===== config.mk =====
export PLATFORM = sky130hd
export DESIGN_NAME = arcade_input_ctrl_flat
export DESIGN_NICKNAME = d
export VERILOG_FILES = /design/src/rtl/arcade_input_pkg.sv /design/src/rtl/arcade_input_ctrl_if.sv /design/src/rtl/arcade_input_ctrl_coin_sequencer.sv /design/src/rtl/arcade_input_ctrl.sv /design/src/flat_wrapper.sv
export SDC_FILE = /design/constraint.sdc
export NUM_CORES = 1
export LEC_CHECK = 0
export CAP_MARGIN = 10
export CORE_AREA = 2 2 82 84
export CTS_BUF_LIST = sky130_fd_sc_hd__clkbuf_4
export DETAILED_ROUTE_END_ITERATION = 16
export DIE_AREA = 0 0 84 86
export GPL_TIMING_DRIVEN = 0
export PLACE_DENSITY = 0.85
export RECOVER_POWER = 100
export SYNTH_ARGS = -nofsm -noshare
export SYNTH_HDL_FRONTEND = slang
export SYNTH_HIERARCHICAL = 1
export SYNTH_SLANG_ARGS = --single-unit
export TNS_END_PERCENT = 10

===== constraint.sdc =====
create_clock -name clk_sys -period 3.71 [get_ports clk_sys]
set_clock_uncertainty 0.05 [all_clocks]
set_input_delay 0.371 -clock clk_sys [delete_from_list [all_inputs] [get_ports clk_sys]]
set_output_delay 0.371 -clock clk_sys [all_outputs]
set_load 0.005 [all_outputs]

===== src/rtl/arcade_input_pkg.sv =====
// ---------------------------------------------------------------------------
// arcade_input_pkg
//   Shared definitions for the arcade input front-end:
//   - 9-bit PS/2 key codes ({extended, scancode}) recognised by the decoder
//   - coin sequencer state encoding
//   - bit positions of the HPS joystick word and of the CSJUDLR output words
//   - packed struct holding the latched keyboard button state
// ---------------------------------------------------------------------------
package arcade_input_pkg;

  // PS/2 codes, {extended, scancode}
  localparam logic [8:0] KEY_UP    = 9'h075;
  localparam logic [8:0] KEY_DOWN  = 9'h072;
  localparam logic [8:0] KEY_LEFT  = 9'h06B;
  localparam logic [8:0] KEY_RIGHT = 9'h074;
  localparam logic [8:0] KEY_SPACE = 9'h029;
  localparam logic [8:0] KEY_CTRL  = 9'h014;
  localparam logic [8:0] KEY_F1    = 9'h005;
  localparam logic [8:0] KEY_F2    = 9'h006;
  localparam logic [8:0] KEY_COIN  = 9'h02E;

  typedef enum logic [1:0] {IDLE, PULSE, LOCKOUT} coin_st_t;

  // HPS joystick bit map
  localparam int JOY_R    = 0;
  localparam int JOY_L    = 1;
  localparam int JOY_D    = 2;
  localparam int JOY_U    = 3;
  localparam int JOY_FIRE = 4;
  localparam int JOY_ST1  = 5;
  localparam int JOY_ST2  = 6;

  // CSJUDLR output bit map (P2 carries down/up in the two low bits)
  localparam int CS_RIGHT = 0;
  localparam int CS_LEFT  = 1;
  localparam int CS_FIRE  = 4;
  localparam int CS_START = 5;
  localparam int CS_COIN  = 6;
  localparam int P2_UP    = 0;
  localparam int P2_DOWN  = 1;

  typedef struct packed {
    logic up;
    logic dn;
    logic lf;
    logic rt;
    logic fire;
    logic st1;
    logic st2;
    logic coin;
  } keys_t;

endpackage


===== src/rtl/arcade_input_ctrl_if.sv =====
// ---------------------------------------------------------------------------
// arcade_input_ctrl_if
//   Bundles the input-side (PS/2, joysticks, rotate) and the core-side
//   (P1/P2 CSJUDLR words, coin_busy) signals of arcade_input_ctrl.
//   master: the source of the raw inputs / consumer of the CSJUDLR words
//   slave : the input controller itself
// ---------------------------------------------------------------------------
interface arcade_input_ctrl_if;
  logic [64:0] ps2_key;
  logic [15:0] joystick_0;
  logic [15:0] joystick_1;
  logic        rotate;
  logic [6:0]  p1_csjudlr;
  logic [6:0]  p2_csjudlr;
  logic        coin_busy;

  modport master (
    output ps2_key, joystick_0, joystick_1, rotate,
    input  p1_csjudlr, p2_csjudlr, coin_busy
  );

  modport slave (
    input  ps2_key, joystick_0, joystick_1, rotate,
    output p1_csjudlr, p2_csjudlr, coin_busy
  );
endinterface


===== src/rtl/arcade_input_ctrl_coin_sequencer.sv =====
// ---------------------------------------------------------------------------
// coin_sequencer
//   Turns a start/coin request edge into a coin pulse of COIN_PULSE_CYC
//   cycles followed by LOCKOUT_CYC cycles of lockout. Edges arriving while
//   busy are dropped.
// Ports
//   clk_sys  in  system clock
//   reset    in  asynchronous active-high reset
//   trig_i   in  rising edge of the combined start/coin request
//   coin_o   out coin level (decoded from the state register)
//   busy_o   out sequencer not IDLE
//   gate_o   out start may pass to the core in the state entered next
// ---------------------------------------------------------------------------
module coin_sequencer
  import arcade_input_pkg::*;
#(
  parameter int COIN_PULSE_CYC = 1_200_000,
  parameter int LOCKOUT_CYC    = 2_400_000,
  parameter int CNT_W          = 22
) (
  input  logic clk_sys,
  input  logic reset,
  input  logic trig_i,
  output logic coin_o,
  output logic busy_o,
  output logic gate_o
);

  localparam logic [CNT_W-1:0] PULSE_LAST = CNT_W'(COIN_PULSE_CYC - 1);
  localparam logic [CNT_W-1:0] LOCK_LAST  = CNT_W'(LOCKOUT_CYC - 1);

  coin_st_t         state_q;
  logic [CNT_W-1:0] cnt_q;
  logic             lock_done;

  always_ff @(posedge clk_sys or posedge reset) begin
    if (reset) begin
      state_q <= IDLE;
      cnt_q   <= '0;
    end else begin
      case (state_q)
        IDLE: begin
          if (trig_i) begin
            state_q <= PULSE;
            cnt_q   <= '0;
          end
        end
        PULSE: begin
          if (cnt_q == PULSE_LAST) begin
            state_q <= LOCKOUT;
            cnt_q   <= '0;
          end else begin
            cnt_q <= cnt_q + CNT_W'(1);
          end
        end
        LOCKOUT: begin
          if (cnt_q == LOCK_LAST) begin
            state_q <= IDLE;
            cnt_q   <= '0;
          end else begin
            cnt_q <= cnt_q + CNT_W'(1);
          end
        end
        default: begin
          state_q <= IDLE;
          cnt_q   <= '0;
        end
      endcase
    end
  end

  assign lock_done = (state_q == LOCKOUT) && (cnt_q == LOCK_LAST);
  assign coin_o    = (state_q == PULSE);
  assign busy_o    = (state_q != IDLE);
  // Gate looks at the state being entered so the registered start appears
  // in the very first IDLE cycle after lockout. A trigger in the same cycle
  // always blocks the start (it is either consumed or an ignored late edge).
  assign gate_o    = ((state_q == IDLE) || lock_done) && !trig_i;

endmodule


===== src/rtl/arcade_input_ctrl.sv =====
// ---------------------------------------------------------------------------
// arcade_input_ctrl
//   Input front-end for the galaxian core: PS/2 key latching, merge with two
//   HPS joysticks, orientation remap, and a coin sequencer that emits a legal
//   coin pulse before letting start through.
// Ports
//   clk_sys  in  system clock (single domain)
//   reset    in  asynchronous active-high reset
//   bus      slave side of arcade_input_ctrl_if:
//            ps2_key/joystick_0/joystick_1/rotate in,
//            p1_csjudlr/p2_csjudlr/coin_busy out
// ---------------------------------------------------------------------------
module arcade_input_ctrl
  import arcade_input_pkg::*;
#(
  parameter int COIN_PULSE_CYC = 1_200_000,
  parameter int LOCKOUT_CYC    = 2_400_000,
  parameter int CNT_W          = 22
) (
  input  logic                clk_sys,
  input  logic                reset,
  arcade_input_ctrl_if.slave  bus
);

  logic        tog_q;
  logic        primed_q;
  keys_t       keys_q, keys_d;
  logic        req_prev_q;
  logic [5:0]  p1_q, p1_d;
  logic [6:0]  p2_q, p2_d;

  logic        ps2_event, pressed, extended;
  logic [8:0]  code;
  logic [15:0] joy;
  logic        up_w, dn_w, lf_w, rt_w, fire_w, st1_w, st2_w;
  logic        req_w, trig_w, coin_w, busy_w, gate_w;
  logic        unused_joy;

  // primed_q suppresses decoding in the first cycle after reset, when tog_q
  // has not yet caught up with the toggle bit.
  assign ps2_event = primed_q && (bus.ps2_key[64] != tog_q);
  assign pressed   = (bus.ps2_key[15:8] != 8'hF0);
  assign extended  = pressed ? (bus.ps2_key[15:8] == 8'hE0)
                             : (bus.ps2_key[23:16] == 8'hE0);
  // Multi-byte sequences (PRNSCR/PAUSE) collapse to an unused code.
  assign code      = (|bus.ps2_key[63:24]) ? 9'h000 : {extended, bus.ps2_key[7:0]};

  always_comb begin
    keys_d = keys_q;
    if (ps2_event) begin
      // Arrows match on the scancode only, so both keypad and cursor keys work.
      if      (code[7:0] == KEY_UP[7:0])    keys_d.up   = pressed;
      else if (code[7:0] == KEY_DOWN[7:0])  keys_d.dn   = pressed;
      else if (code[7:0] == KEY_LEFT[7:0])  keys_d.lf   = pressed;
      else if (code[7:0] == KEY_RIGHT[7:0]) keys_d.rt   = pressed;
      else if (code == KEY_SPACE || code == KEY_CTRL) keys_d.fire = pressed;
      else if (code == KEY_F1)              keys_d.st1  = pressed;
      else if (code == KEY_F2)              keys_d.st2  = pressed;
      else if (code == KEY_COIN)            keys_d.coin = pressed;
    end
  end

  assign joy        = bus.joystick_0 | bus.joystick_1;
  assign unused_joy = ^joy[15:7];

  // Merge uses next-state key values so an event shows up one clock later.
  assign up_w   = bus.rotate ? (keys_d.lf | joy[JOY_L]) : (keys_d.up | joy[JOY_U]);
  assign dn_w   = bus.rotate ? (keys_d.rt | joy[JOY_R]) : (keys_d.dn | joy[JOY_D]);
  assign lf_w   = bus.rotate ? (keys_d.dn | joy[JOY_D]) : (keys_d.lf | joy[JOY_L]);
  assign rt_w   = bus.rotate ? (keys_d.up | joy[JOY_U]) : (keys_d.rt | joy[JOY_R]);
  assign fire_w = keys_d.fire | joy[JOY_FIRE];
  assign st1_w  = keys_d.st1  | joy[JOY_ST1];
  assign st2_w  = keys_d.st2  | joy[JOY_ST2];

  assign req_w  = st1_w | st2_w | keys_d.coin;
  assign trig_w = req_w & ~req_prev_q;

  coin_sequencer #(
    .COIN_PULSE_CYC (COIN_PULSE_CYC),
    .LOCKOUT_CYC    (LOCKOUT_CYC),
    .CNT_W          (CNT_W)
  ) u_coin_seq (
    .clk_sys (clk_sys),
    .reset   (reset),
    .trig_i  (trig_w),
    .coin_o  (coin_w),
    .busy_o  (busy_w),
    .gate_o  (gate_w)
  );

  always_comb begin
    p1_d = '0;
    p2_d = '0;
    p1_d[CS_RIGHT] = rt_w;
    p1_d[CS_LEFT]  = lf_w;
    p1_d[CS_FIRE]  = fire_w;
    p1_d[CS_START] = st1_w & gate_w;
    p2_d[P2_UP]    = up_w;
    p2_d[P2_DOWN]  = dn_w;
    p2_d[CS_FIRE]  = fire_w;
    p2_d[CS_START] = st2_w & gate_w;
  end

  always_ff @(posedge clk_sys or posedge reset) begin
    if (reset) begin
      tog_q      <= 1'b0;
      primed_q   <= 1'b0;
      keys_q     <= '0;
      req_prev_q <= 1'b0;
      p1_q       <= '0;
      p2_q       <= '0;
    end else begin
      tog_q      <= bus.ps2_key[64];
      primed_q   <= 1'b1;
      keys_q     <= keys_d;
      req_prev_q <= req_w;
      p1_q       <= p1_d;
      p2_q       <= p2_d;
    end
  end

  assign bus.p1_csjudlr = {coin_w, p1_q};
  assign bus.p2_csjudlr = p2_q;
  assign bus.coin_busy  = busy_w;

endmodule


===== src/flat_wrapper.sv =====
// flat-port wrapper written by rule: the top's interface ports become plain ports
module arcade_input_ctrl_flat import arcade_input_pkg::*;
#(
  parameter int COIN_PULSE_CYC = 1_200_000,
  parameter int LOCKOUT_CYC    = 2_400_000,
  parameter int CNT_W          = 22
)
  (clk_sys, reset, bus_ps2_key, bus_joystick_0, bus_joystick_1, bus_rotate, bus_p1_csjudlr, bus_p2_csjudlr, bus_coin_busy);
  arcade_input_ctrl_if bus_i ();
  input  logic clk_sys;
  input  logic reset;
  input wire logic [$bits(bus_i.ps2_key)-1:0] bus_ps2_key;
  input wire logic [$bits(bus_i.joystick_0)-1:0] bus_joystick_0;
  input wire logic [$bits(bus_i.joystick_1)-1:0] bus_joystick_1;
  input wire logic [$bits(bus_i.rotate)-1:0] bus_rotate;
  output wire logic [$bits(bus_i.p1_csjudlr)-1:0] bus_p1_csjudlr;
  output wire logic [$bits(bus_i.p2_csjudlr)-1:0] bus_p2_csjudlr;
  output wire logic [$bits(bus_i.coin_busy)-1:0] bus_coin_busy;
  assign bus_i.ps2_key = bus_ps2_key;
  assign bus_i.joystick_0 = bus_joystick_0;
  assign bus_i.joystick_1 = bus_joystick_1;
  assign bus_i.rotate = bus_rotate;
  assign bus_p1_csjudlr = bus_i.p1_csjudlr;
  assign bus_p2_csjudlr = bus_i.p2_csjudlr;
  assign bus_coin_busy = bus_i.coin_busy;
  arcade_input_ctrl #(.COIN_PULSE_CYC(COIN_PULSE_CYC), .LOCKOUT_CYC(LOCKOUT_CYC), .CNT_W(CNT_W)) u_core (.clk_sys(clk_sys), .reset(reset), .bus(bus_i));
endmodule

==> run metrics, run 1 <==
outcome completed; Clock transition at path regs 0.14 ns; transition at the pin with the smallest max-transition slack 0.984 ns; area fraction in and, or, nand and nor cells after synthesis 34.5%; setup slack, reg-to-reg 0.43 ns; gp weighted congestion 1.01; type of element capturing the critical path flip-flop; worst reg2reg path startpoint u_core/tog_q$_DFF_PP0_; sinks on the clock net 42; # H-tree levels 2; total internal power 0.815 mW; required time reported for the critical path endpoint 3.88 ns; count of maximum capacitance violations 0; routed length per instance 16.0 microns; post-route clock period utilization 90.2%; depth of the worst register-to-register path 11; logic gate share of total power 43.6%; maximum vdd ir drop 0.231 mV; most numerous cell types in the synthesized netlist 53 x sky130_fd_sc_hd__nand2_1, 42 x sky130_fd_sc_hd__dfrtp_1, 20 x sky130_fd_sc_hd__nor2_1; Hold Fails Final Rpt 0; asr flop ratio synth 100%; leakage power of the design 1.59 nW; count of inserted antenna diode cells 0; CP Cell Sequence clkdlybuf4s50_1, xnor2_1, or4_4, nor4_4, nand4_1, mux2i_1, a41oi_1, nor2_2, nor2b_1, clkbuf_1, o21ai_1, o21ai_0; sum of negative setup slack 0 ns; CTS tree built; Seq/Total Area, Yosys 38.0%; netlist area before placement 2770 sq um; via count of the first global-routing pass 2,760; max-slew violations 0; compound-cell area share of the yosys netlist 14.7%; final non-filler cell total 498; Die ar. 7220 sq um; worst stage delay on the critical path 0.43 ns; worst endpoint data arrival time 3.52 ns; clock buffers created by TritonCTS 5; count of placed standard cells including taps 488; iteration count of the initial detailed-routing pass 5; Post-Synthesis Cells 316; EDFF count, synth 0; reg-to-reg endpoint u_core/u_coin_seq/cnt_q[1]$_DFFE_PP0P_; combinational family with the most area after synthesis simple AND/OR/NAND/NOR gates; Placement Rows 29; switching power summed over all nets 0.516 mW; prevailing post-synth register cell sky130_fd_sc_hd__dfrtp_1; post-place instance area 3790 sq um; Power Density 347 nW/um^2; hold buffer count at CTS 0; Clk pwr share 18.3%; count of cell types in the netlist 59; sum of internal, switching and leakage power 1.33 mW; post-route worst hold slack 0.442 ns; root buffer cell sky130_fd_sc_hd__clkbuf_4; unrepaired setup endpoints after global routing false; area share of fa/ha/maj cells after synthesis 2.26%; pin count of the biggest net entering global routing 25; Skew-Pair Late Insertion Delay 0.36 ns; die height 86 microns; first-pass GRT wire length 13.4 mm; fraction of layout instances using a drive strength above 1 7.13%; tightest slew margin relative to the limit 34.3%; hold path depth 1; fraction of synthesized area in multiplexers 2.76%; detailed placer's ending HPWL 6.23 mm; Layout Nets 525; cell type of the slowest stage on the worst timing path sky130_fd_sc_hd__clkdlybuf4s50_1; initial DRC count 205; switching part of the total power 38.8%; number of antenna violations at the first check in global routing 0; GRT Total Usage 22.6%; core box area 6280 sq um; synth top area cells sky130_fd_sc_hd__dfrtp_1 38%, sky130_fd_sc_hd__nand2_1 7.2%, sky130_fd_sc_hd__o221ai_1 3.5%, sky130_fd_sc_hd__nor4_1 3.4%, sky130_fd_sc_hd__nand4_1 2.7%; total wire length 7.98 mm; highest net fanout along the worst path 10; Initial Utilization 44.1%; remaining global-route overflow 0; fraction of synthesized cell area in xor and xnor cells 1.27%; die extent in x 84 microns; via count normalized by instance count 5.75; type of element launching the critical path input port; number of flip-flops and latches in the synthesized netlist 42; Final ANT Viol Nets 0; kind of path behind the tightest hold check in2reg; Syn Area/Cell 8.75 sq um; layout overhead on the synthesized area 38.6%; Peak Freq 0.299 GHz; maximum buffer depth of the clock tree 2; end of the worst hold path u_core/tog_q$_DFF_PP0_; share of the synthesized area in the top cell type 38.0%; sequential share of power 38.1%; most common cell in the synthesized netlist sky130_fd_sc_hd__nand2_1; origin of the worst min-delay path bus_ps2_key[64]; setup violation total in the final timing report 0; dominant cell type by area after synthesis sky130_fd_sc_hd__dfrtp_1; number of vias in the routed layout 2,865; WS Path Type in2reg; yosys synthesis warning count 6; drc violations 0; count of buffers inserted at the top-level ports 91; final design area excluding fillers 3830 sq um; # IOs 115; Period minus WS final 3.35 ns
==> how the worst max path moves through the flow <==
stage	from	endpoint	slack [ns]
5_1_grt	bus_ps2_key[56]	u_core/u_coin_seq/cnt_q[1]$_DFFE_PP0P_	0.03
6_report	bus_ps2_key[64]	u_core/u_coin_seq/cnt_q[1]$_DFFE_PP0P_	0.36
4_1_cts	bus_ps2_key[38]	u_core/u_coin_seq/cnt_q[16]$_DFFE_PP0P_	0.02
3_5_place_dp	bus_ps2_key[38]	u_core/u_coin_seq/cnt_q[16]$_DFFE_PP0P_	-0.46
2_1_floorplan	bus_ps2_key[51]	u_core/u_coin_seq/cnt_q[11]$_DFFE_PP0P_	0.64
3_3_place_gp	bus_ps2_key[51]	u_core/u_coin_seq/cnt_q[18]$_DFFE_PP0P_	-0.40
==> sequential cells by signal, indices dropped and copies added (netlist names) <==
register,cells
u_core/u_coin_seq/state_q,2
u_core/primed_q,1
u_core/bus.p2_csjudlr,4
u_core/keys_q,8
u_core/req_prev_q,1
u_core/u_coin_seq/cnt_q,22
u_core/p1_q,3
u_core/tog_q,1
==> what timing repair did <==
item | 4_1_cts | 5_1_grt
resized for setup | 1 | 1
setup buffers | 0 | 2
pin swaps | 0 | 1
endpoints found under the setup margin | 10 | 22
==> metrics by stage <==
stage | utilization, % | worst slack, ns
final | 61.1 | 0.365
after CTS | 61.4 | 0.0189
after global routing | 61.1 | 0.0291
after global placement | 60.4 | -0.401
after floorplan | - | 0.636
after detailed placement | 60.4 | -0.457
==> power by group through the flow <==
| stage | Clock [mW] | Sequential (mW) | Combinational, mW |
|---|---|---|---|
| CTS | 0.253 | 0.508 | 0.612 |
| detailed placement | 0 | 0.518 | 0.609 |
| floorplan | 0 | 0.515 | 0.344 |
| global placement | 0 | 0.515 | 0.591 |
| finish | 0.243 | 0.507 | 0.581 |
| global route | 0.271 | 0.513 | 0.640 |
==> layout by cell type (no fill, tap or decap), types with 7 or more instances in the layout <==
cell type	Yosys	final
sky130_fd_sc_hd__clkbuf_4	0	7
sky130_fd_sc_hd__clkdlybuf4s50_1	0	81
sky130_fd_sc_hd__dfrtp_1	42	42
sky130_fd_sc_hd__dlygate4sd3_1	0	10
sky130_fd_sc_hd__inv_1	17	17
sky130_fd_sc_hd__nand2_1	53	53
sky130_fd_sc_hd__nand3_1	11	11
sky130_fd_sc_hd__nand4_1	12	12
sky130_fd_sc_hd__nor2_1	20	19
sky130_fd_sc_hd__nor3_1	13	14
sky130_fd_sc_hd__nor4_1	15	15
sky130_fd_sc_hd__o221ai_1	11	14
==> layout make-up <==
cell class | instances | area, sq um
fillers | 559 | 2440
clock inverters | 3 | 25.0
plain buffers | 17 | 109
clock buffers | 5 | 37.5
well taps | 77 | 96.3
inverters | 17 | 63.8
flip-flops and latches | 42 | 1050
multi-input cells | 244 | 1530
repair buffers | 93 | 922
==> logic make-up after synthesis <==
logic type      after synthesis
simple gates                172
compound gates               50
mux                           7
buf+inv                      34
fa+ha+maj                     5
flops                        42
other cells                   2
xor+xnor                      4
==> worst max-delay path: cells and delay by family <==
| kind | cells | cell delay, ns |
|---|---|---|
| mux | 1 | 0.31 |
| compound gates | 3 | 0.69 |
| buf+inv | 2 | 0.68 |
| simple gates | 5 | 1.33 |
| xor+xnor | 1 | 0.13 |
==> layer usage <==
layer  vias up  track usage (%)  routed length (microns)
li1       1375                -                        -
met1      1353             28.5                     3320
met2       124             39.4                     3890
met4         0             6.01                      121
met3        13             5.10                      646
met5         -                0                        0
Note: power is estimated with default switching activity, not from simulation.
==> run 2, diff against run 1 <==
Settings changed: CORE_AREA 2 2 82 84 to 2 2 94 73, DIE_AREA 0 0 84 86 to 0 0 96 75, HOLD_SLACK_MARGIN from default to 0.03, SKIP_CTS_REPAIR_TIMING from default to 1.
==> run 2 against run 1 <==
Net effect:
- routed wire length decreased by 3.9%
- global-route usage fell by 0.13 points
- worst hold slack better by 0.011 ns
- cell area is 1.4% higher
- sequential share of layout area down 0.38 points
- die area decreased by 0.33%
- clock power increased by 19%
- setup slack worse by 0.16 ns
- non-clock buffer count unchanged
==> run metrics, run 2 (synthesis results as in run 1) <==
outcome completed (unchanged); area of combinational cells with multiple inputs 1570 sq um (was 1530 sq um); required time reported for the critical path endpoint 3.96 ns (was 3.88 ns); leakage power of the design 1.61 nW (was 1.59 nW); type of element capturing the critical path flip-flop (unchanged); reg-to-reg endpoint u_core/u_coin_seq/cnt_q[7]$_DFFE_PP0P_ (was u_core/u_coin_seq/cnt_q[1]$_DFFE_PP0P_); layout overhead on the synthesized area 40.6% (was 38.6%); type of element launching the critical path input port (unchanged); transition at the pin with the smallest max-transition slack 0.924 ns (was 0.984 ns); post-route clock period utilization 94.6% (was 90.2%); register with the most flip-flops u_core/u_coin_seq/cnt_q (unchanged); Die ar. 7200 sq um (was 7220 sq um); first-pass GRT wire length 12.6 mm (was 13.4 mm); final non-filler cell total 501 (was 498); max-slew violations 0 (unchanged); origin of the worst min-delay path bus_ps2_key[64] (unchanged); count of inserted antenna diode cells 0 (unchanged); maximum vdd ir drop 0.237 mV (was 0.231 mV); sinks on the clock net 42 (unchanged); register area 1050 sq um (unchanged); end of the worst hold path u_core/tog_q$_DFF_PP0_ (unchanged); Skew-Pair Late Insertion Delay 0.36 ns (about the same); pin count of the biggest net entering global routing 25 (unchanged); Hold Fails Final Rpt 0 (unchanged); # IOs 115 (unchanged); most common library cell in the layout ignoring fill and taps sky130_fd_sc_hd__clkdlybuf4s50_1 (unchanged); worst endpoint data arrival time 3.76 ns (was 3.52 ns); remaining global-route overflow 0 (unchanged); worst reg2reg path startpoint u_core/tog_q$_DFF_PP0_ (unchanged); fillers 536 (was 559); core box area 6220 sq um (was 6280 sq um); post-route worst hold slack 0.453 ns (was 0.442 ns); highest-count cells in the layout ignoring fill and taps 82 x sky130_fd_sc_hd__clkdlybuf4s50_1, 53 x sky130_fd_sc_hd__nand2_1, 42 x sky130_fd_sc_hd__dfrtp_1 (was 81 x sky130_fd_sc_hd__clkdlybuf4s50_1, 53 x sky130_fd_sc_hd__nand2_1, 42 x sky130_fd_sc_hd__dfrtp_1); gp weighted congestion 0.906 (was 1.01); Placement Rows 25 (was 29); die extent in x 96 microns (was 84 microns); Power Density 363 nW/um^2 (was 347 nW/um^2); die height 75 microns (was 86 microns); number of antenna violations at the first check in global routing 0 (unchanged); routed length per instance 15.3 microns (was 16.0 microns); highest net fanout along the worst path 10 (unchanged); Period minus WS final 3.51 ns (was 3.35 ns); # H-tree levels 2 (unchanged); count of buffers inserted at the top-level ports 91 (unchanged); CTS tree built (unchanged); setup violation total in the final timing report 0 (unchanged); WS Path Type in2reg (unchanged); Final ANT Viol Nets 0 (unchanged); sum of negative setup slack 0 ns (unchanged); via count normalized by instance count 5.68 (was 5.75); number of vias in the routed layout 2,845 (was 2,865); total wire length 7.66 mm (was 7.98 mm); Initial Utilization 44.4% (was 44.1%); GRT Total Usage 22.5% (was 22.6%); maximum buffer depth of the clock tree 2 (unchanged); count of placed standard cells including taps 492 (was 488); count of maximum capacitance violations 0 (unchanged); Clock transition at path regs 0.12 ns (was 0.14 ns); iteration count of the initial detailed-routing pass 5 (unchanged); depth of the worst register-to-register path 12 (was 11); max reg flops 22 (unchanged); clock buffers created by TritonCTS 5 (unchanged); Final Util 62.5% (was 61.1%); Layout Nets 525 (unchanged); setup slack, reg-to-reg 0.27 ns (was 0.43 ns); root buffer cell sky130_fd_sc_hd__clkbuf_4 (unchanged); Peak Freq 0.285 GHz (was 0.299 GHz); drc violations 0 (unchanged); sum of internal, switching and leakage power 1.41 mW (was 1.33 mW); hold path depth 1 (unchanged); tightest slew margin relative to the limit 38.4% (was 34.3%); detailed placer's ending HPWL 5.99 mm (was 6.23 mm); initial DRC count 288 (was 205); kind of path behind the tightest hold check in2reg (unchanged); via count of the first global-routing pass 2,634 (was 2,760); fraction of layout instances using a drive strength above 1 8.33% (was 7.13%)
-- run 2: how the worst max path moves through the flow --
stage                                from                                       to  slack, ns  cells after the start
after floorplan           bus_ps2_key[51]  u_core/u_coin_seq/cnt_q[11]$_DFFE_PP0P_       0.64                     12
after global routing      bus_ps2_key[30]  u_core/u_coin_seq/cnt_q[13]$_DFFE_PP0P_      -0.03                     13
after global placement    bus_ps2_key[61]   u_core/u_coin_seq/cnt_q[7]$_DFFE_PP0P_      -0.45                     13
after CTS                 bus_ps2_key[38]   u_core/u_coin_seq/cnt_q[7]$_DFFE_PP0P_      -0.18                     13
final                     bus_ps2_key[64]   u_core/u_coin_seq/cnt_q[7]$_DFFE_PP0P_       0.20                     13
after detailed placement  bus_ps2_key[61]   u_core/u_coin_seq/cnt_q[7]$_DFFE_PP0P_      -0.56                     13
-- run 2: worst max-delay path, cell delays in order --
cell                              delay [ns]
sky130_fd_sc_hd__clkdlybuf4s50_1        0.43
sky130_fd_sc_hd__xnor2_1                0.13
sky130_fd_sc_hd__or4_4                  0.43
sky130_fd_sc_hd__nor4_4                 0.34
sky130_fd_sc_hd__nand4_1                0.17
sky130_fd_sc_hd__mux2i_1                0.21
sky130_fd_sc_hd__a41oi_1                0.41
sky130_fd_sc_hd__nor2_4                 0.12
sky130_fd_sc_hd__nor2b_1                0.13
sky130_fd_sc_hd__clkbuf_1               0.40
sky130_fd_sc_hd__clkbuf_2               0.34
sky130_fd_sc_hd__o221ai_1               0.17
sky130_fd_sc_hd__nand2_1                0.09
-- run 2: report_power, final --
group / leakage (nW) / internal (mW) / switching, mW / total [mW]
Combinational: 1.03 / 0.260 / 0.353 / 0.614
Sequential: 0.539 / 0.490 / 0.0186 / 0.509
Clock: 0.0387 / 0.136 / 0.151 / 0.288
Total: 1.61 / 0.886 / 0.523 / 1.41
-- run 2: cell type report --
cell class              instances  share of cell area [%]
flip-flops and latches         42                    27.0
well taps                      81                    2.61
clock inverters                 2                   0.869
repair buffers                 93                    23.8
inverters                      17                    1.64
multi-input cells             244                    40.3
clock buffers                   5                   0.965
plain buffers                  17                    2.80
-- run 2: routing by layer --
layer	part of all wire (%)	global-route usage, %
met5	0	0
met4	1.3	6.19
met3	7.2	5.81
met2	46	34.6
met1	46	31.7
-- run 2: stage by stage --
step,setup slack [ns],cell area (sq um)
final,0.200,3890
after global routing,-0.0281,3890
after CTS,-0.182,3860
after detailed placement,-0.560,3790
after global placement,-0.451,3790
after floorplan,0.636,2780
==> patch 1: new RTL, config.mk and constraints of run 2 <==
`CNT_W` is set to 22 in 3 places; all go to 44.
--- a/src/rtl/arcade_input_ctrl_coin_sequencer.sv
+++ b/src/rtl/arcade_input_ctrl_coin_sequencer.sv
@@ -16,7 +16,7 @@
 #(
   parameter int COIN_PULSE_CYC = 1_200_000,
   parameter int LOCKOUT_CYC    = 2_400_000,
-  parameter int CNT_W          = 22
+  parameter int CNT_W          = 44
 ) (
   input  logic clk_sys,
   input  logic reset,
--- a/src/rtl/arcade_input_ctrl.sv
+++ b/src/rtl/arcade_input_ctrl.sv
@@ -15,7 +15,7 @@
 #(
   parameter int COIN_PULSE_CYC = 1_200_000,
   parameter int LOCKOUT_CYC    = 2_400_000,
-  parameter int CNT_W          = 22
+  parameter int CNT_W          = 44
 ) (
   input  logic                clk_sys,
   input  logic                reset,
--- a/src/flat_wrapper.sv
+++ b/src/flat_wrapper.sv
@@ -3,7 +3,7 @@
 #(
   parameter int COIN_PULSE_CYC = 1_200_000,
   parameter int LOCKOUT_CYC    = 2_400_000,
-  parameter int CNT_W          = 22
+  parameter int CNT_W          = 44
 )
   (clk_sys, reset, bus_ps2_key, bus_joystick_0, bus_joystick_1, bus_rotate, bus_p1_csjudlr, bus_p2_csjudlr, bus_coin_busy);
   arcade_input_ctrl_if bus_i ();
Function: same outputs for any inputs over 10 cycles, from zero or initial values and one cycle with reset high; that may be too few to reach the edited logic, so the function may still have changed.
==> patch 1 against run 2 <==
Sequential cell count grew 22; design area up 32%; final cell count rose by 28%; wire length rose by 53%; power up 51%; area after synthesis is 43% higher; via count up 46%; worst setup slack worse by 0.075 ns; highest routed layer unchanged.
==> patch 1: results <==
[sta]
hold_viol = 0
relSlewSlack_pct = 11.28

[clocking]
clockBufferDepth = 2
cts-root-buf = "clkbuf_4"
clock_latency_ns = 0.41
numCtsBuffers = 9
cts.htree.levels = 3
clkTransAtPathRegs_ns = 0.10

[power_and_ir_drop]
p_sw_share_pct = 42.56
power_leakage_nw = 2.124
max-vdd-ir-drop_uv = 361.4

[synth]
synth-seq-area-share_pct = 40.51
synth_ff_type = "dfrtp_1"
synthTopCellsByArea = "dfrtp_1, nand3_1, nand2_1, o21ai_0, mux2i_1"
synth_edf_count = 0
ys_top_cells_by_count = "dfrtp_1, nand2_1, nand3_1, o21ai_0, a21oi_1"
synth_cell_type_count = 60
yosys_warnings = 6
synthCells = 445

[worst_setup_path]
crit-reg2reg-capture = "u_core/u_coin_seq/cnt_q[8]"
reg2reg_depth = 10
ff2ff_setup_slack_ns = 0.17
slowest_delay_ns = 0.45
path_delay_family = "simple AND/OR/NAND/NOR gates"
cp.arrival_ns = 3.82
crit_path_top_delay_cell = "clkdlybuf4s50_1"
path_max_fanout = 9

[placed_design]
dp.final_hpwl_um = 8709
gp_congestion = 0.9451
placedCellCount = 622

[worst_hold_path]
hold_class = "in2reg"
hold_path_end = "u_core/tog_q"
hold_path_startpoint = "bus_ps2_key[64]"

[global_routing]
grt_pass1_wl_um = 18210
grt_max_degree = 25
antenna_found_initial = 0
track_usage_pct = 33.80
grt_pass1_vias = 3851

[detailed_routing]
finalWirelength_um = 11690
first_pass_iters = 5
drt_iter0_drc = 443
vias = 4145

[final_layout]
nets = 660
largest_reg_flops = 44
fillCellCount = 406
drive_above_1_share_pct = 8.393
fin_cells = 641
top_register = "u_core/u_coin_seq/cnt_q"

[status]
status = "finished clean"
patch 1: cell count changes in the layout (fill, tap and decap cells not counted), moves of 5 or more:
cell      delta
a21oi_1     +23
and3_1       +8
dfrtp_1     +22
inv_1        +6
mux2i_1     +10
nand2_1     -10
nand3_1     +24
nand3b_1     +6
nand4_1      +5
o21ai_0     +30
o221ai_1    -10
patch 1: kinds of logic (layout without fill, tap and decap cells):
| family | Yosys count | in the layout | synth area share, % |
|---|---|---|---|
| AOI/OAI and AO/OA | 96 | 96 | 15.73 |
| xor gates and xnor gates | 1 | 1 | 0.2216 |
| adders and majority gates | 5 | 5 | 1.582 |
| buffers and inverters | 45 | 156 | 5.316 |
| DFF | 64 | 64 | 40.51 |
| muxes | 18 | 18 | 4.747 |
| other | 2 | 6 | 0.1899 |
| and+or+nand+nor | 214 | 214 | 31.71 |
patch 1: worst max-delay path by stage:
stage,endpoint,cells past startpoint
2_1_floorplan,u_core/u_coin_seq/cnt_q[20],12
3_3_place_gp,u_core/u_coin_seq/cnt_q[13],13
3_5_place_dp,u_core/u_coin_seq/cnt_q[20],13
4_1_cts,u_core/u_coin_seq/cnt_q[11],12
5_1_grt,u_core/u_coin_seq/cnt_q[11],14
6_report,u_core/u_coin_seq/cnt_q[8],11
patch 1: metrics by stage:
step | utilization [%] | setup slack (ns) | area, um2 | hold WS, ns | setup TNS (ns)
6_report | 82.21 | 0.1252 | 5117 | 0.4281 | 0
3_5_place_dp | 80.46 | -0.5482 | 5009 | 0.4333 | -19.95
2_1_floorplan | - | 0.7192 | 3969 | 0.2596 | 0
4_1_cts | 82.17 | -0.1569 | 5115 | 0.2904 | -2.215
3_3_place_gp | 80.02 | -0.5271 | 4981 | 0.4283 | -16.85
5_1_grt | 82.21 | 0.02488 | 5117 | 0.4154 | 0
patch 1: power by group through the flow:
stage | logic, mW | clock network, mW | registers (mW)
after floorplan | 0.562 | 0 | 0.758
after global placement | 0.925 | 0 | 0.758
after detailed placement | 0.964 | 0 | 0.761
after CTS | 0.972 | 0.393 | 0.747
after global routing | 1.07 | 0.421 | 0.751
final | 1.01 | 0.382 | 0.747
patch 1: area by class of cell:
class	instances	area [um2]	share of cell area, %
inverter	23	86.33	1.687
multi-input combinational	340	2158	42.18
tap	81	101.3	1.980
sequential	64	1602	31.30
clock buffer	9	67.56	1.320
buffer	22	130.1	2.543
clock inverter	7	38.79	0.7579
timing repair buffer	95	933.4	18.24
patch 1: per-layer routing:
metal / GRT usage, % / up-vias / part of all wire, %
met4: 12.22 / 0 / 1.7
met2: 56.25 / 262 / 47
li1: - / 1890 / -
met3: 9.009 / 25 / 12
met5: 0 / - / 0
met1: 43.04 / 1968 / 39
==> patch 2: new RTL, settings of run 2 <==
Made on the original files. `p2_q` no longer has a reset.
--- a/src/rtl/arcade_input_ctrl.sv
+++ b/src/rtl/arcade_input_ctrl.sv
@@ -108,15 +108,17 @@
       keys_q     <= '0;
       req_prev_q <= 1'b0;
       p1_q       <= '0;
-      p2_q       <= '0;
     end else begin
       tog_q      <= bus.ps2_key[64];
       primed_q   <= 1'b1;
       keys_q     <= keys_d;
       req_prev_q <= req_w;
       p1_q       <= p1_d;
-      p2_q       <= p2_d;
     end
+  end
+
+  always_ff @(posedge clk_sys) begin
+    p2_q <= p2_d;
   end
 
   assign bus.p1_csjudlr = {coin_w, p1_q};
Formal check against the unedited RTL: not equivalent (a bounded check fails within 4 cycles, from zero or initial values and one cycle with reset high).
==> patch 2 against run 2 <==
Design area down 1.4%; power shrank 5.4%; worst setup slack improved by 0.039 ns; sequential cell count increased by 1; area after synthesis about the same; wire length is 2.8% higher; clock power is 22% lower; utilization fell by 0.90 points; critical path depth up 1; sequential power grew 2%.
==> patch 2: results <==
[global_routing]
antenna_found_initial = 0
grt_pass1_wl_um = 13000
grt_pass1_vias = 2771
grt_util_met2_pct = 37.89
grt_max_degree = 25
track_usage_pct = 23.27
met1_usage_pct = 31.82
grtUsageMet3_pct = 4.104

[worst_setup_path]
cp-startpoint = "bus_ps2_key[64]"
cp.arrival_ns = 3.67
critPathCapture = "u_core/u_coin_seq/cnt_q[15]"
reg2reg_from = "u_core/tog_q"
ff2ff_setup_slack_ns = 0.30
crit_path_top_delay_cell = "or4_1"
reg2reg_depth = 13

[synth]
synth-seq-area-share_pct = 38.21
synthAdderAreaFrac_pct = 2.263
ys_async_sr_fraction_pct = 90.70
synth_compound_area_share_pct = 14.76
synth_xor_area_share_pct = 1.268
synth_cell_type_count = 60
synth_mux_area_share_pct = 2.761
synthTopCellsByArea = "dfrtp_1, nand2_1, o221ai_1, nor4_1, dfxtp_1"
ys_top_cells_by_count = "nand2_1, dfrtp_1, nor2_1, inv_1, nor4_1"

[placed_design]
port_buffers = 91
dp.final_hpwl_um = 6235
dpl_cell_area_um2 = 3791
dp_worst_setup_slack_ns = -0.6132
gp_congestion = 0.9622

[detailed_routing]
route.met3.wl_um = 364
drt_iter0_drc = 244
first_pass_iters = 5
wl_met1_um = 3581
wire_per_inst_um = 15.68
avgViaCountPerCell = 5.755
vias = 2889
met2_length_um = 3805
highest_layer = "met4"

[sta]
max_freq_mhz = 288.2
hold_ws_ns = 0.4444
relSlewSlack_pct = 38.03

[power_and_ir_drop]
switchingPower_uw = 512.8
power_leakage_nw = 1.583
p_sw_share_pct = 38.46
max-vdd-ir-drop_uv = 209.5
pg_seq_uw = 518
comb_power_share_pct = 44.2

[clocking]
clock_latency_ns = 0.36
cts.htree.levels = 2
clockBufferDepth = 2
numCtsBuffers = 5
clkTransAtPathRegs_ns = 0.13

[final_layout]
drive_above_1_share_pct = 6.888
fillCellCount = 527
num_antenna_cells = 0

[worst_hold_path]
hold_path_startpoint = "bus_ps2_key[64]"

[status]
status = "finished clean"
[patch 2: cell count changes in the layout (fill, tap and decap cells not counted), moves of 3 or more]
cell             run 2  this run
buf_4                9         6
dfrtp_1             42        39
dfxtp_1              0         4
o21ai_0              1         5
o21ai_1              5         1
o221ai_1            11        14
o221ai_2             3         0
[patch 2: final cells by class]
type / instances / area (um2) / share of cell area, %
plain buffers: 16 / 101.3 / 2.644
repair buffers: 93 / 922.1 / 24.06
clock buffers: 5 / 37.54 / 0.9794
well taps: 81 / 101.3 / 2.644
clock inverters: 3 / 20.02 / 0.5224
multi-input cells: 244 / 1530 / 39.93
flip-flops and latches: 43 / 1056 / 27.55
inverters: 17 / 63.81 / 1.665
[patch 2: cell families after synthesis]
kind of cell / count (synthesis)
DFF: 43
and+or+nand+nor: 172
xor gates and xnor gates: 4
AOI/OAI and AO/OA: 50
buffers and inverters: 33
adders and majority gates: 5
other: 2
muxes: 7
